[config.mk]
export PLATFORM = sky130hd
export DESIGN_NAME = vga_draw_arbiter
export DESIGN_NICKNAME = d
export VERILOG_FILES = /design/src/rtl/vga_draw_arbiter.sv
export SDC_FILE = /design/constraint.sdc
export NUM_CORES = 1
export LEC_CHECK = 0
export BUFFER_PORTS_ARGS = -buffer_cell sky130_fd_sc_hd__buf_4
export CORE_MARGIN = 5
export CORE_UTILIZATION = 46
export CTS_CLUSTER_DIAMETER = 30
export DETAILED_ROUTE_END_ITERATION = 10
export MAX_ROUTING_LAYER = met4
export PLACE_DENSITY = 0.85
export SYNTH_ARGS = -nofsm -noshare
export SYNTH_HDL_FRONTEND = slang
export SYNTH_SLANG_ARGS = --single-unit
[constraint.sdc]
create_clock -name clk -period 3.2 [get_ports clk]
set_input_delay 0.64 -clock clk [delete_from_list [all_inputs] [get_ports clk]]
set_output_delay 0.64 -clock clk [all_outputs]
set_load 0.02 [all_outputs]
[src/rtl/vga_draw_arbiter.sv]
// vga_draw_arbiter
//   Shares the single VGA adapter pixel-write port among several drawing
//   engines (splash screen, tower sprites, enemies, HUD). Grants are
//   round-robin and locked for a whole burst, so one sprite's pixels are
//   never interleaved with another's.
//
// Optional build macro: DRAW_TIMEOUT_EN
//   When defined, a watchdog revokes a grant held for MAX_BURST cycles.
//   The revocation is flagged by a one-cycle pulse on timeout.
//   Without the macro, timeout stays 0 and bursts are unbounded.
//
// Ports:
//   clk         system clock
//   resetn      asynchronous active-low reset
//   req         per-requester burst request, held for the whole burst
//   req_plot    per-requester pixel-write strobe
//   req_last    last pixel of a burst, qualified by req_plot
//   req_x/y/colour  packed per-requester pixel data, requester i at [i*W +: W]
//   gnt         registered one-hot grant
//   vga_x/y/colour/plot  registered pixel write to the adapter
//   busy        high while a grant is active
//   timeout     watchdog revocation pulse (0 unless DRAW_TIMEOUT_EN)
module vga_draw_arbiter #(
  parameter int NUM_REQ   = 4,
  parameter int X_W       = 8,
  parameter int Y_W       = 7,
  parameter int COL_W     = 3,
  parameter int MAX_BURST = 19200
) (
  input  logic                     clk,
  input  logic                     resetn,
  input  logic [NUM_REQ-1:0]       req,
  input  logic [NUM_REQ-1:0]       req_plot,
  input  logic [NUM_REQ-1:0]       req_last,
  input  logic [NUM_REQ*X_W-1:0]   req_x,
  input  logic [NUM_REQ*Y_W-1:0]   req_y,
  input  logic [NUM_REQ*COL_W-1:0] req_colour,
  output logic [NUM_REQ-1:0]       gnt,
  output logic [X_W-1:0]           vga_x,
  output logic [Y_W-1:0]           vga_y,
  output logic [COL_W-1:0]         vga_colour,
  output logic                     vga_plot,
  output logic                     busy,
  output logic                     timeout
);

  localparam int IDX_W = (NUM_REQ > 1) ? $clog2(NUM_REQ) : 1;
  localparam logic [15:0] WD_LIMIT = 16'(MAX_BURST - 1);

  typedef enum logic [1:0] {
    S_IDLE,
    S_GRANT,
    S_RELEASE
  } state_t;

  state_t state, state_nxt;

  logic [NUM_REQ-1:0] gnt_nxt;
  logic [IDX_W-1:0]   gnt_idx, gnt_idx_nxt;
  logic [IDX_W-1:0]   rr_ptr, rr_ptr_nxt;
  logic [IDX_W-1:0]   ptr_after_gnt;
  logic [X_W-1:0]     vga_x_nxt;
  logic [Y_W-1:0]     vga_y_nxt;
  logic [COL_W-1:0]   vga_colour_nxt;
  logic               vga_plot_nxt;
  logic               timeout_nxt;
  logic [15:0]        burst_cnt, burst_cnt_nxt;

  logic               pick_valid;
  logic [IDX_W-1:0]   pick_idx;
  int unsigned        cand;

  logic               g_req, g_plot, g_last;
  logic               wd_hit;

`ifdef DRAW_TIMEOUT_EN
  assign wd_hit = (burst_cnt == WD_LIMIT);
`else
  assign wd_hit = 1'b0;
`endif

  // First requester at or after rr_ptr, wrapping past NUM_REQ-1.
  always_comb begin
    pick_valid = 1'b0;
    pick_idx   = '0;
    cand       = 0;
    for (int unsigned i = 0; i < NUM_REQ; i++) begin
      cand = 32'(rr_ptr) + i;
      if (cand >= NUM_REQ) cand = cand - 32'(NUM_REQ);
      if (!pick_valid && req[cand[IDX_W-1:0]]) begin
        pick_valid = 1'b1;
        pick_idx   = cand[IDX_W-1:0];
      end
    end
  end

  assign g_req  = req[gnt_idx];
  assign g_plot = req_plot[gnt_idx];
  assign g_last = req_last[gnt_idx];

  assign ptr_after_gnt = (gnt_idx == IDX_W'(NUM_REQ - 1)) ? '0 : gnt_idx + 1'b1;

  always_comb begin
    state_nxt      = state;
    gnt_nxt        = gnt;
    gnt_idx_nxt    = gnt_idx;
    rr_ptr_nxt     = rr_ptr;
    vga_x_nxt      = vga_x;
    vga_y_nxt      = vga_y;
    vga_colour_nxt = vga_colour;
    vga_plot_nxt   = 1'b0;
    timeout_nxt    = 1'b0;
    burst_cnt_nxt  = burst_cnt;

    case (state)
      S_IDLE: begin
        if (pick_valid) begin
          gnt_nxt           = '0;
          gnt_nxt[pick_idx] = 1'b1;
          gnt_idx_nxt       = pick_idx;
          burst_cnt_nxt     = '0;
          state_nxt         = S_GRANT;
        end
      end

      S_GRANT: begin
        // Saturating at the watchdog limit keeps the counter meaningful
        // in both builds; the burst ends there anyway when the watchdog is on.
        if (burst_cnt != WD_LIMIT) burst_cnt_nxt = burst_cnt + 16'd1;

        if (!g_req) begin
          // Abort: the requester has walked away, drop this cycle's pixel.
          gnt_nxt    = '0;
          rr_ptr_nxt = ptr_after_gnt;
          state_nxt  = S_RELEASE;
        end else begin
          vga_plot_nxt = g_plot;
          if (g_plot) begin
            vga_x_nxt      = req_x[gnt_idx*X_W +: X_W];
            vga_y_nxt      = req_y[gnt_idx*Y_W +: Y_W];
            vga_colour_nxt = req_colour[gnt_idx*COL_W +: COL_W];
          end
          if ((g_plot && g_last) || wd_hit) begin
            gnt_nxt     = '0;
            rr_ptr_nxt  = ptr_after_gnt;
            state_nxt   = S_RELEASE;
            timeout_nxt = wd_hit && !(g_plot && g_last);
          end
        end
      end

      S_RELEASE: begin
        state_nxt = S_IDLE;
      end

      default: begin
        state_nxt = S_IDLE;
        gnt_nxt   = '0;
      end
    endcase
  end

  always_ff @(posedge clk or negedge resetn) begin
    if (!resetn) begin
      state      <= S_IDLE;
      gnt        <= '0;
      gnt_idx    <= '0;
      rr_ptr     <= '0;
      vga_x      <= '0;
      vga_y      <= '0;
      vga_colour <= '0;
      vga_plot   <= 1'b0;
      timeout    <= 1'b0;
      burst_cnt  <= '0;
    end else begin
      state      <= state_nxt;
      gnt        <= gnt_nxt;
      gnt_idx    <= gnt_idx_nxt;
      rr_ptr     <= rr_ptr_nxt;
      vga_x      <= vga_x_nxt;
      vga_y      <= vga_y_nxt;
      vga_colour <= vga_colour_nxt;
      vga_plot   <= vga_plot_nxt;
      timeout    <= timeout_nxt;
      burst_cnt  <= burst_cnt_nxt;
    end
  end

  assign busy = (state == S_GRANT);

endmodule

==> impl_metrics.env, run 1 <==
export IMPL_drc=0
export IMPL_synth_mux_area_share_pct=43.2
export IMPL_fin_cells=270
export IMPL_tightest_slew_ps=583
export IMPL_hold_path_class="in2async"
export IMPL_syn_instance_count=109
export IMPL_finalSetupTns_ps=0
export IMPL_dpl_cell_count=262
export IMPL_grt_pass1_wl_mm=7.80
export IMPL_clkPwrFrac_pct=11.6
export IMPL_yosys_area_share_simple_pct=4.74
export IMPL_vias=1486
export IMPL_yosys_area_top_type="dfrtp_1"
export IMPL_yosysWarningCount=0
export IMPL_period_needed_ps=2060
export IMPL_ant_nets=0
export IMPL_maxCapViolCount=0
export IMPL_wl_mm=4.88
export IMPL_slew_viol_final=0
export IMPL_synth_top_family_by_area="multiplexers"
export IMPL_core_area_sq_um=3690
export IMPL_p_int_mw=1.51
export IMPL_grt_max_degree=30
export IMPL_switching_share_pct=37.1
export IMPL_crit_type="reg2reg"
export IMPL_drt_first_pass_iters=4
export IMPL_wire_per_inst_um=18.1
export IMPL_netlist_top_cells_area="dfrtp_1 41%, mux4_2 27%, mux2_2 8.3%"
export IMPL_ios=111
export IMPL_status="complete, no violations"
export IMPL_clkSinkCount=29
export IMPL_port_buffers=109
export IMPL_netlist_cell_type_count=30
export IMPL_die_area_sq_um=5190
export IMPL_period_share_pct=64.5
export IMPL_path_cells="buf_4 -> mux4_2 -> nand2_1 -> a21boi_2 -> mux2_2"
export IMPL_total_power_mw=2.40
export IMPL_clk_latency_ps=280
export IMPL_setup_viol=0
export IMPL_clk_pin_slew_ps=60
export IMPL_post_cts_buffers=0
export IMPL_htreeDepth=2
export IMPL_cts_buffers=5
export IMPL_grt_use_total_pct=20.2
export IMPL_grt_overflow=0
export IMPL_cts_tree="done"
export IMPL_drive_gt1_share_pct=73.9
export IMPL_p_switching_mw=0.893
export IMPL_synth_xor_area_share_pct=0
export IMPL_hold_viol=0
export IMPL_crit_path_start_kind="flip-flop"
export IMPL_slowest_stage="dfrtp_1"
export IMPL_antenna_found_initial=0
export IMPL_cellLeakagePower_nw=1.30
export IMPL_synthAdderAreaFrac_pct=0.707
export IMPL_yosys_area_top_type_share_pct=41.0
export IMPL_dp_hpwl_mm=4.07
export IMPL_n_antenna_cell=0
export IMPL_ys_seq_area_share_pct=41.0
export IMPL_critPathMaxStageDelay_ps=620
export IMPL_avgSynthCellArea_sq_um=16.2
export IMPL_vias_per_cell=5.50
export IMPL_cp_max_fo=13
export IMPL_ir_worst_vdd_mv=0.419
export IMPL_max_freq_ghz=0.484
export IMPL_final_common_cell="buf_4"
export IMPL_end_kind="flip-flop"
export IMPL_die_width_um=72.0
export IMPL_cts_path_max_buffers=2
export IMPL_nets=308
export IMPL_root_buffer="clkbuf_8"
export IMPL_synth_seq_cells=29
export IMPL_row_count=22
export IMPL_synth_compound_area_share_pct=6.72
export IMPL_cp_data_required_time_ps=3360
export IMPL_powerDensity_nw_per_um2=893
export IMPL_layout_common_cells="112 x buf_4, 29 x dfrtp_1, 21 x mux4_2"
export IMPL_cts_resized_gates=0
export IMPL_grt_setup_unrepaired="false"
export IMPL_fin_skew_ps=5.27
export IMPL_maxSlewHeadroom_pct=61.0
export IMPL_grt_pass1_vias=1683
export IMPL_cp_arrival_ps=2230
export IMPL_syn_nets=196
export IMPL_area_growth_pct=52.3
export IMPL_gp_congestion=0.788
export IMPL_drt_initial_drc_count=59
export IMPL_synth_area_sq_um=1770
export IMPL_die_y_um=72.0
export IMPL_postCtsHoldBufs=0
export IMPL_p_seq_share_pct=28.7
export IMPL_initial_utilization_pct=48.0
export IMPL_combPwrFrac_pct=59.6
==> metrics by stage <==
step	hold slack (ps)	util [%]	setup WS, ps	cell area (sq um)
after CTS	279	73.0	1110	2690
after floorplan	344	-	1240	1770
after global placement	478	70.9	1110	2610
final	270	73.0	1140	2690
after detailed placement	486	70.9	1070	2610
after global routing	307	73.0	1020	2690
==> area by class of cell <==
cell class	instances	area, sq um
timing repair buffer	112	841
inverter	1	3.75
fill	273	995
multi-input combinational	72	983
sequential	29	726
clock buffer	8	80.1
tap	48	60.1
==> synthesized netlist by cell type (all sizes together) <==
library cell / n
a211o: 1
a211oi: 1
a21boi: 1
a21o: 2
a32o: 4
and2: 1
buf: 6
clkbuf: 1
conb: 1
dfrtp: 29
ha: 1
inv: 1
mux2: 22
mux2i: 1
mux4: 21
nand2: 4
nand2b: 2
nor2: 3
nor2b: 2
nor3b: 1
o211a: 1
o211ai: 1
o21ai: 1
o2bb2ai: 1
==> routing by layer <==
layer	vias up	GRT usage (%)	wire length, um
met1	719	22.8	1790
li1	661	-	-
met5	-	-	0
met3	12	5.26	423
met4	0	6.89	117
met2	94	34.9	2550
==> worst max-delay path: cells and delay by family, from the launching register on <==
| kind | cells | cell delay (ps) |
|---|---|---|
| buffers and inverters | 1 | 300 |
| muxes | 2 | 660 |
| and+or+nand+nor | 1 | 130 |
| DFF | 1 | 620 |
| AOI/OAI and AO/OA | 1 | 230 |
==> final timing paths <==
path	endpoint	startpoint	depth (start not counted)	slack, ps
max	rr_ptr[0]$_DFFE_PN0P_	gnt_idx[1]$_DFFE_PN0P_	5	1140
min	vga_x[2]$_DFFE_PN0P_	resetn	1	270
max reg2reg	rr_ptr[0]$_DFFE_PN0P_	gnt_idx[1]$_DFFE_PN0P_	5	1140
min reg2reg	gnt[2]$_DFFE_PN0P_	gnt[2]$_DFFE_PN0P_	1	490
max in group asynchronous	gnt[2]$_DFFE_PN0P_	resetn	1	2660
min in group clk	gnt[2]$_DFFE_PN0P_	gnt[2]$_DFFE_PN0P_	1	490
==> logic make-up after synthesis <==
kind of cell	count (synthesis)
fa+ha+maj	1
compound gates	13
simple gates	13
other cells	1
buf+inv	8
flops	29
mux	44
==> power groups by stage <==
stage	combinational, mW	sequential [mW]	clock (mW)
6_report	1.43	0.691	0.280
5_1_grt	1.53	0.716	0.302
4_1_cts	1.45	0.691	0.286
3_5_place_dp	1.45	0.693	0
3_3_place_gp	1.41	0.680	0
2_1_floorplan	0.863	0.823	0
==> sequential cells by signal, summed over array words and instances, names as in the netlist <==
register    count
vga_x           8
vga_y           7
gnt             4
vga_colour      3
gnt_idx         2
rr_ptr          2
state           2
vga_plot        1
Note: power is estimated with default switching activity, not from simulation.
==> run 2, diff against run 1 <==
--- a/config.mk
+++ b/config.mk
@@ -7,11 +7,11 @@
 export LEC_CHECK = 0
 export BUFFER_PORTS_ARGS = -buffer_cell sky130_fd_sc_hd__buf_4
 export CORE_MARGIN = 5
-export CORE_UTILIZATION = 46
+export CORE_UTILIZATION = 39
 export CTS_CLUSTER_DIAMETER = 30
 export DETAILED_ROUTE_END_ITERATION = 10
 export MAX_ROUTING_LAYER = met4
-export PLACE_DENSITY = 0.85
+export PLACE_DENSITY = 0.77
 export SYNTH_ARGS = -nofsm -noshare
 export SYNTH_HDL_FRONTEND = slang
 export SYNTH_SLANG_ARGS = --single-unit
==> constraint.sdc (replaced) <==
create_clock -name clk -period 1.7 [get_ports clk]
set_input_delay 0.34 -clock clk [delete_from_list [all_inputs] [get_ports clk]]
set_output_delay 0.34 -clock clk [all_outputs]
set_load 0.02 [all_outputs]
==> run 2 against run 1 <==
The run now ends with negative setup slack left; highest routed layer unchanged; first-iteration DRC count is 6.8% higher; die area rose by 15%; largest power group unchanged; clock power up 96%; sequential power grew 84%.
==> impl_metrics.env, run 2 (same netlist as run 1, synthesis figures left out) <==
export IMPL_p_switching_mw=1.91
export IMPL_final_common_cell="buf_4"
export IMPL_total_power_mw=5.07
export IMPL_cp_data_required_time_ps=1860
export IMPL_vias=1505
export IMPL_drt_initial_drc_count=63
export IMPL_row_count=24
export IMPL_ios=111
export IMPL_area_growth_pct=65.6
export IMPL_cp_arrival_ps=1930
export IMPL_critPathMaxStageDelay_ps=550
export IMPL_hold_start="gnt[0]$_DFFE_PN0P_"
export IMPL_layout_common_cells="119 x buf_4, 29 x dfrtp_1, 21 x mux4_2"
export IMPL_grt_overflow=0
export IMPL_clk_latency_ps=280
export IMPL_top_register="vga_x"
export IMPL_die_area_sq_um=5980
export IMPL_die_y_um=77.4
export IMPL_port_buffers=109
export IMPL_slowest_stage="mux4_2"
export IMPL_wl_mm=5.12
export IMPL_period_needed_ps=1770
export IMPL_status="complete, but fails checks"
export IMPL_powerDensity_nw_per_um2=1730
export IMPL_fin_skew_ps=4.04
export IMPL_cts_buffers=5
export IMPL_drc=0
export IMPL_initial_utilization_pct=40.4
export IMPL_gp_congestion=0.757
export IMPL_period_share_pct=104
export IMPL_cp_startpoint="gnt_idx[0]$_DFFE_PN0P_"
export IMPL_finalSetupTns_ps=-1300
export IMPL_root_buffer="clkbuf_8"
export IMPL_cellLeakagePower_nw=1.45
export IMPL_die_width_um=77.4
export IMPL_reg2reg_from="gnt_idx[0]$_DFFE_PN0P_"
export IMPL_path_cells="mux4_2 -> and2_4 -> nand2_4 -> mux2_4"
export IMPL_p_int_mw=3.16
export IMPL_end_kind="flip-flop"
export IMPL_reg_largest_list="vga_x: 8 flops, vga_y: 7 flops, gnt: 4 flops"
export IMPL_cp_max_fo=6
export IMPL_n_antenna_cell=0
export IMPL_grt_pass1_wl_mm=8.42
export IMPL_core_area_sq_um=4380
export IMPL_ir_worst_vdd_mv=0.820
export IMPL_clk_pin_slew_ps=60
export IMPL_p_seq_share_pct=25.1
export IMPL_nFillCells=337
export IMPL_nets=323
export IMPL_violations="negative setup slack"
export IMPL_switching_share_pct=37.7
export IMPL_setup_ws_ps=-72.3
export IMPL_grt_pass1_vias=1738
export IMPL_hold_viol=0
export IMPL_largest_register_ffs=8
export IMPL_drt_first_pass_iters=4
export IMPL_cts_path_max_buffers=2
export IMPL_wire_per_inst_um=17.7
export IMPL_fin_area_sq_um=2930
export IMPL_setup_viol=24
export IMPL_antenna_found_initial=0
export IMPL_vias_per_cell=5.21
export IMPL_drive_gt1_share_pct=77.2
export IMPL_grt_use_total_pct=18.5
export IMPL_slew_viol_final=0
export IMPL_grt_max_degree=30
export IMPL_hold_path_class="reg2reg"
export IMPL_postPlaceCellArea_sq_um=2660
export IMPL_htreeDepth=2
export IMPL_cts_tree="done"
export IMPL_grt_setup_unrepaired="true"
export IMPL_clkPwrFrac_pct=10.8
export IMPL_clkSinkCount=29
export IMPL_maxCapViolCount=0
export IMPL_max_freq_ghz=0.564
export IMPL_combPwrFrac_pct=64.1
export IMPL_crit_path_start_kind="flip-flop"
export IMPL_ant_nets=0
export IMPL_crit_type="reg2reg"
export IMPL_dp_hpwl_mm=3.88
[run 2: cell count changes in the layout (fill, tap and decap cells not counted), moves of 2 or more]
cell      delta
clkinv_2     +2
mux2_4      +11
mux2_2      -11
nand2_8      +2
buf_6        +3
buf_4        +7
clkbuf_1     -3
[run 2: what timing repair did]
action	in CTS	in global routing
setup endpoints to repair	24	24
pin swaps	2	2
cloned	2	1
gates resized for setup	19	3
buffers inserted	4	1
endpoints found under the hold margin	29	0
hold buffers	1	0
[run 2: critical path: cells and delay by family, from the launching register on]
| family | cells | cell delay, ps |
|---|---|---|
| muxes | 2 | 850 |
| and+or+nand+nor | 2 | 380 |
| DFF | 1 | 420 |
[run 2: layout make-up]
| cell class | instances | area, sq um | area share, % |
|---|---|---|---|
| clock buffers | 5 | 68.8 | 2.35 |
| clock inverters | 3 | 17.5 | 0.598 |
| inverters | 1 | 3.75 | 0.128 |
| multi-input cells | 75 | 1090 | 37.3 |
| flip-flops and latches | 29 | 726 | 24.8 |
| well taps | 52 | 65.1 | 2.22 |
| repair buffers | 124 | 957 | 32.7 |
[run 2: path summary, 6_finish.rpt]
kind / cells after the start / to / slack (ps)
worst max-delay path: 4 / vga_x[6]$_DFFE_PN0P_ / -70
worst min-delay path: 1 / gnt[0]$_DFFE_PN0P_ / 500
worst max register to register: 4 / vga_x[6]$_DFFE_PN0P_ / -70
worst min register to register: 1 / gnt[0]$_DFFE_PN0P_ / 500
max in group asynchronous: 2 / vga_plot$_DFF_PN0_ / 900
min in group asynchronous: 2 / vga_colour[2]$_DFFE_PN0P_ / 520
[run 2: power groups by stage]
stage	clock (mW)	combinational [mW]	sequential (mW)
after floorplan	0	1.62	1.55
after global placement	0	2.74	1.26
after detailed placement	0	2.79	1.27
after CTS	0.563	3.21	1.27
after global routing	0.592	3.47	1.33
final	0.548	3.25	1.27
[run 2: metal layers]
metal	part of all wire [%]	vias to the layer above	track usage, %
met5	0	-	-
met4	0.39	0	3.44
met3	8.6	2	6.48
met2	52	79	32.2
met1	39	732	20.8
li1	-	692	-
[run 2: stage by stage]
step | hold WS (ps) | util (%) | std cells | setup WS [ps]
2_1_floorplan | 44.4 | - | 109 | -107
3_3_place_gp | 287 | 60.8 | 272 | -64.5
3_5_place_dp | 291 | 60.8 | 272 | -125
4_1_cts | 503 | 66.1 | 287 | -86.4
5_1_grt | 498 | 66.8 | 289 | -130
6_report | 498 | 66.8 | 289 | -72.3
==> run 3, diff against run 2 <==
==> constraint.sdc (replaced) <==
create_clock -name clk -period 1.7 [get_ports clk]
set_input_delay 0.17 -clock clk [delete_from_list [all_inputs] [get_ports clk]]
set_output_delay 0.17 -clock clk [all_outputs]
set_load 0.02 [all_outputs]
==> run 3 against run 2 <==
The run still ends with negative setup slack left; sequential power is essentially flat; via count hardly changed; count of clock-buffer cells in the layout grew 2; sequential cell count unchanged; core utilization shrank 1.0 points; highest routed layer unchanged.
==> impl_metrics.env, run 3 (same netlist as run 1, synthesis figures left out) <==
export IMPL_status="complete, but fails checks"
export IMPL_ant_nets=0
export IMPL_nets=318
export IMPL_die_y_um=77.4
export IMPL_fin_skew_ps=8.46
export IMPL_antenna_found_initial=0
export IMPL_cts_buffers=5
export IMPL_powerDensity_nw_per_um2=1750
export IMPL_finalSetupTns_ps=-216
export IMPL_cp_max_fo=6
export IMPL_grt_setup_unrepaired="true"
export IMPL_cts_path_max_buffers=2
export IMPL_cp_arrival_ps=1880
export IMPL_crit_path_start_kind="flip-flop"
export IMPL_htreeDepth=2
export IMPL_final_common_cell="buf_4"
export IMPL_reg_largest_list="vga_x: 8 flops, vga_y: 7 flops, gnt: 4 flops"
export IMPL_wire_per_inst_um=17.7
export IMPL_ir_worst_vdd_mv=0.853
export IMPL_cp_data_required_time_ps=1860
export IMPL_fin_area_sq_um=2890
export IMPL_grt_pass1_vias=1716
export IMPL_port_buffers=109
export IMPL_hold_path_class="in2reg"
export IMPL_vias_per_cell=5.30
export IMPL_largest_register_ffs=8
export IMPL_n_antenna_cell=0
export IMPL_crit_family="multiplexers"
export IMPL_slew_viol_final=0
export IMPL_root_buffer="clkbuf_8"
export IMPL_maxCapViolCount=0
export IMPL_hold_viol=0
export IMPL_violations="negative setup slack"
export IMPL_period_needed_ps=1730
export IMPL_drive_gt1_share_pct=77.2
export IMPL_end_kind="flip-flop"
export IMPL_cts_tree="done"
export IMPL_grt_pass1_wl_mm=8.00
export IMPL_core_area_sq_um=4380
export IMPL_critPathMaxStageDelay_ps=530
export IMPL_grt_use_total_pct=17.3
export IMPL_grt_overflow=0
export IMPL_clk_pin_slew_ps=70
export IMPL_period_share_pct=102
export IMPL_cp_buffers_inverters=0
export IMPL_wl_mm=5.02
export IMPL_cellLeakagePower_nw=1.42
export IMPL_drt_first_pass_iters=6
export IMPL_clk_latency_ps=270
export IMPL_gp_congestion=0.891
export IMPL_hold_slack_ps=341
export IMPL_dp_hpwl_mm=3.86
export IMPL_dpl_cell_count=269
export IMPL_drc=0
export IMPL_ios=111
export IMPL_setup_ws_ps=-26.8
export IMPL_area_growth_pct=63.1
export IMPL_layout_common_cells="118 x buf_4, 28 x dfrtp_1, 21 x mux4_2"
export IMPL_postPlaceCellArea_sq_um=2640
export IMPL_drt_initial_drc_count=67
export IMPL_top_register="vga_x"
export IMPL_fin_cells=284
export IMPL_path_cells="mux4_2 -> and2_4 -> nand2_8 -> mux2_4"
export IMPL_vias=1504
export IMPL_slowest_stage="mux4_2"
export IMPL_crit_type="reg2reg"
export IMPL_initial_utilization_pct=40.4
export IMPL_grt_max_degree=30
export IMPL_setup_viol=18
export IMPL_die_width_um=77.4
export IMPL_row_count=24
export IMPL_reg2reg_setup_slack_ps=-30
export IMPL_die_area_sq_um=5980
export IMPL_max_freq_ghz=0.579
export IMPL_clkSinkCount=29
==> run 3: cell types whose count changed in the layout (fill, tap and decap cells not counted), sizes merged <==
cell      change
buf           -5
clkbuf        +2
clkinv        -1
clkinvlp      -1
==> run 3: final cells by class <==
cell class / count / area, sq um
inverters: 1 / 3.75
fillers: 353 / 1500
flip-flops and latches: 29 / 727
repair buffers: 119 / 896
clock inverters: 1 / 5.00
multi-input cells: 75 / 1090
well taps: 52 / 65.1
clock buffers: 7 / 96.3
==> run 3: metrics by stage <==
step                      util (%)  setup slack (ps)  power [mW]
after detailed placement      60.2              -132        4.08
final                         65.8             -26.8        5.06
after CTS                     64.5             -37.6        4.94
after global routing          65.8             -77.2        5.35
after global placement        60.2             -82.5        4.03
after floorplan                  -              -107        3.17
==> run 3: routing by layer <==
metal,global-route usage (%),vias up,routed length [um]
li1,-,686,-
met1,20.3,734,2030
met2,28.0,82,2490
met3,6.25,2,475
met4,4.64,0,27
met5,-,-,0
==> run 3: path summary, 6_finish.rpt <==
kind,depth (start not counted),startpoint,end
max,4,gnt_idx[0]$_DFFE_PN0P_,vga_x[5]$_DFFE_PN0P_
min,3,req_y[25],vga_y[4]$_DFFE_PN0P_
max reg2reg,4,gnt_idx[0]$_DFFE_PN0P_,vga_x[5]$_DFFE_PN0P_
min reg2reg,1,gnt[2]$_DFFE_PN0P_,gnt[2]$_DFFE_PN0P_
max in group asynchronous,2,resetn,gnt_idx[0]$_DFFE_PN0P_
min in group asynchronous,2,resetn,vga_x[1]$_DFFE_PN0P_
==> run 3: report_power, final <==
part | switching (mW) | total, mW | internal [mW] | leakage [nW]
registers | 0.251 | 1.28 | 1.03 | 0.352
logic | 1.38 | 3.16 | 1.78 | 1.02
clock network | 0.253 | 0.618 | 0.365 | 0.0542
total | 1.88 | 5.06 | 3.18 | 1.42
==> run 3: repair_timing <==
item	in CTS	in global routing
pin swaps	2	4
cloned	2	1
buffers inserted	2	1
hold buffers	1	0
resized for setup	8	9
setup endpoints to repair	24	24
endpoints found under the hold margin	29	0
==> run 3: tightest hold or removal path, cell delays in order <==
cell and delay (ps):
buf_4 70, mux4_2 210, mux2_4 130
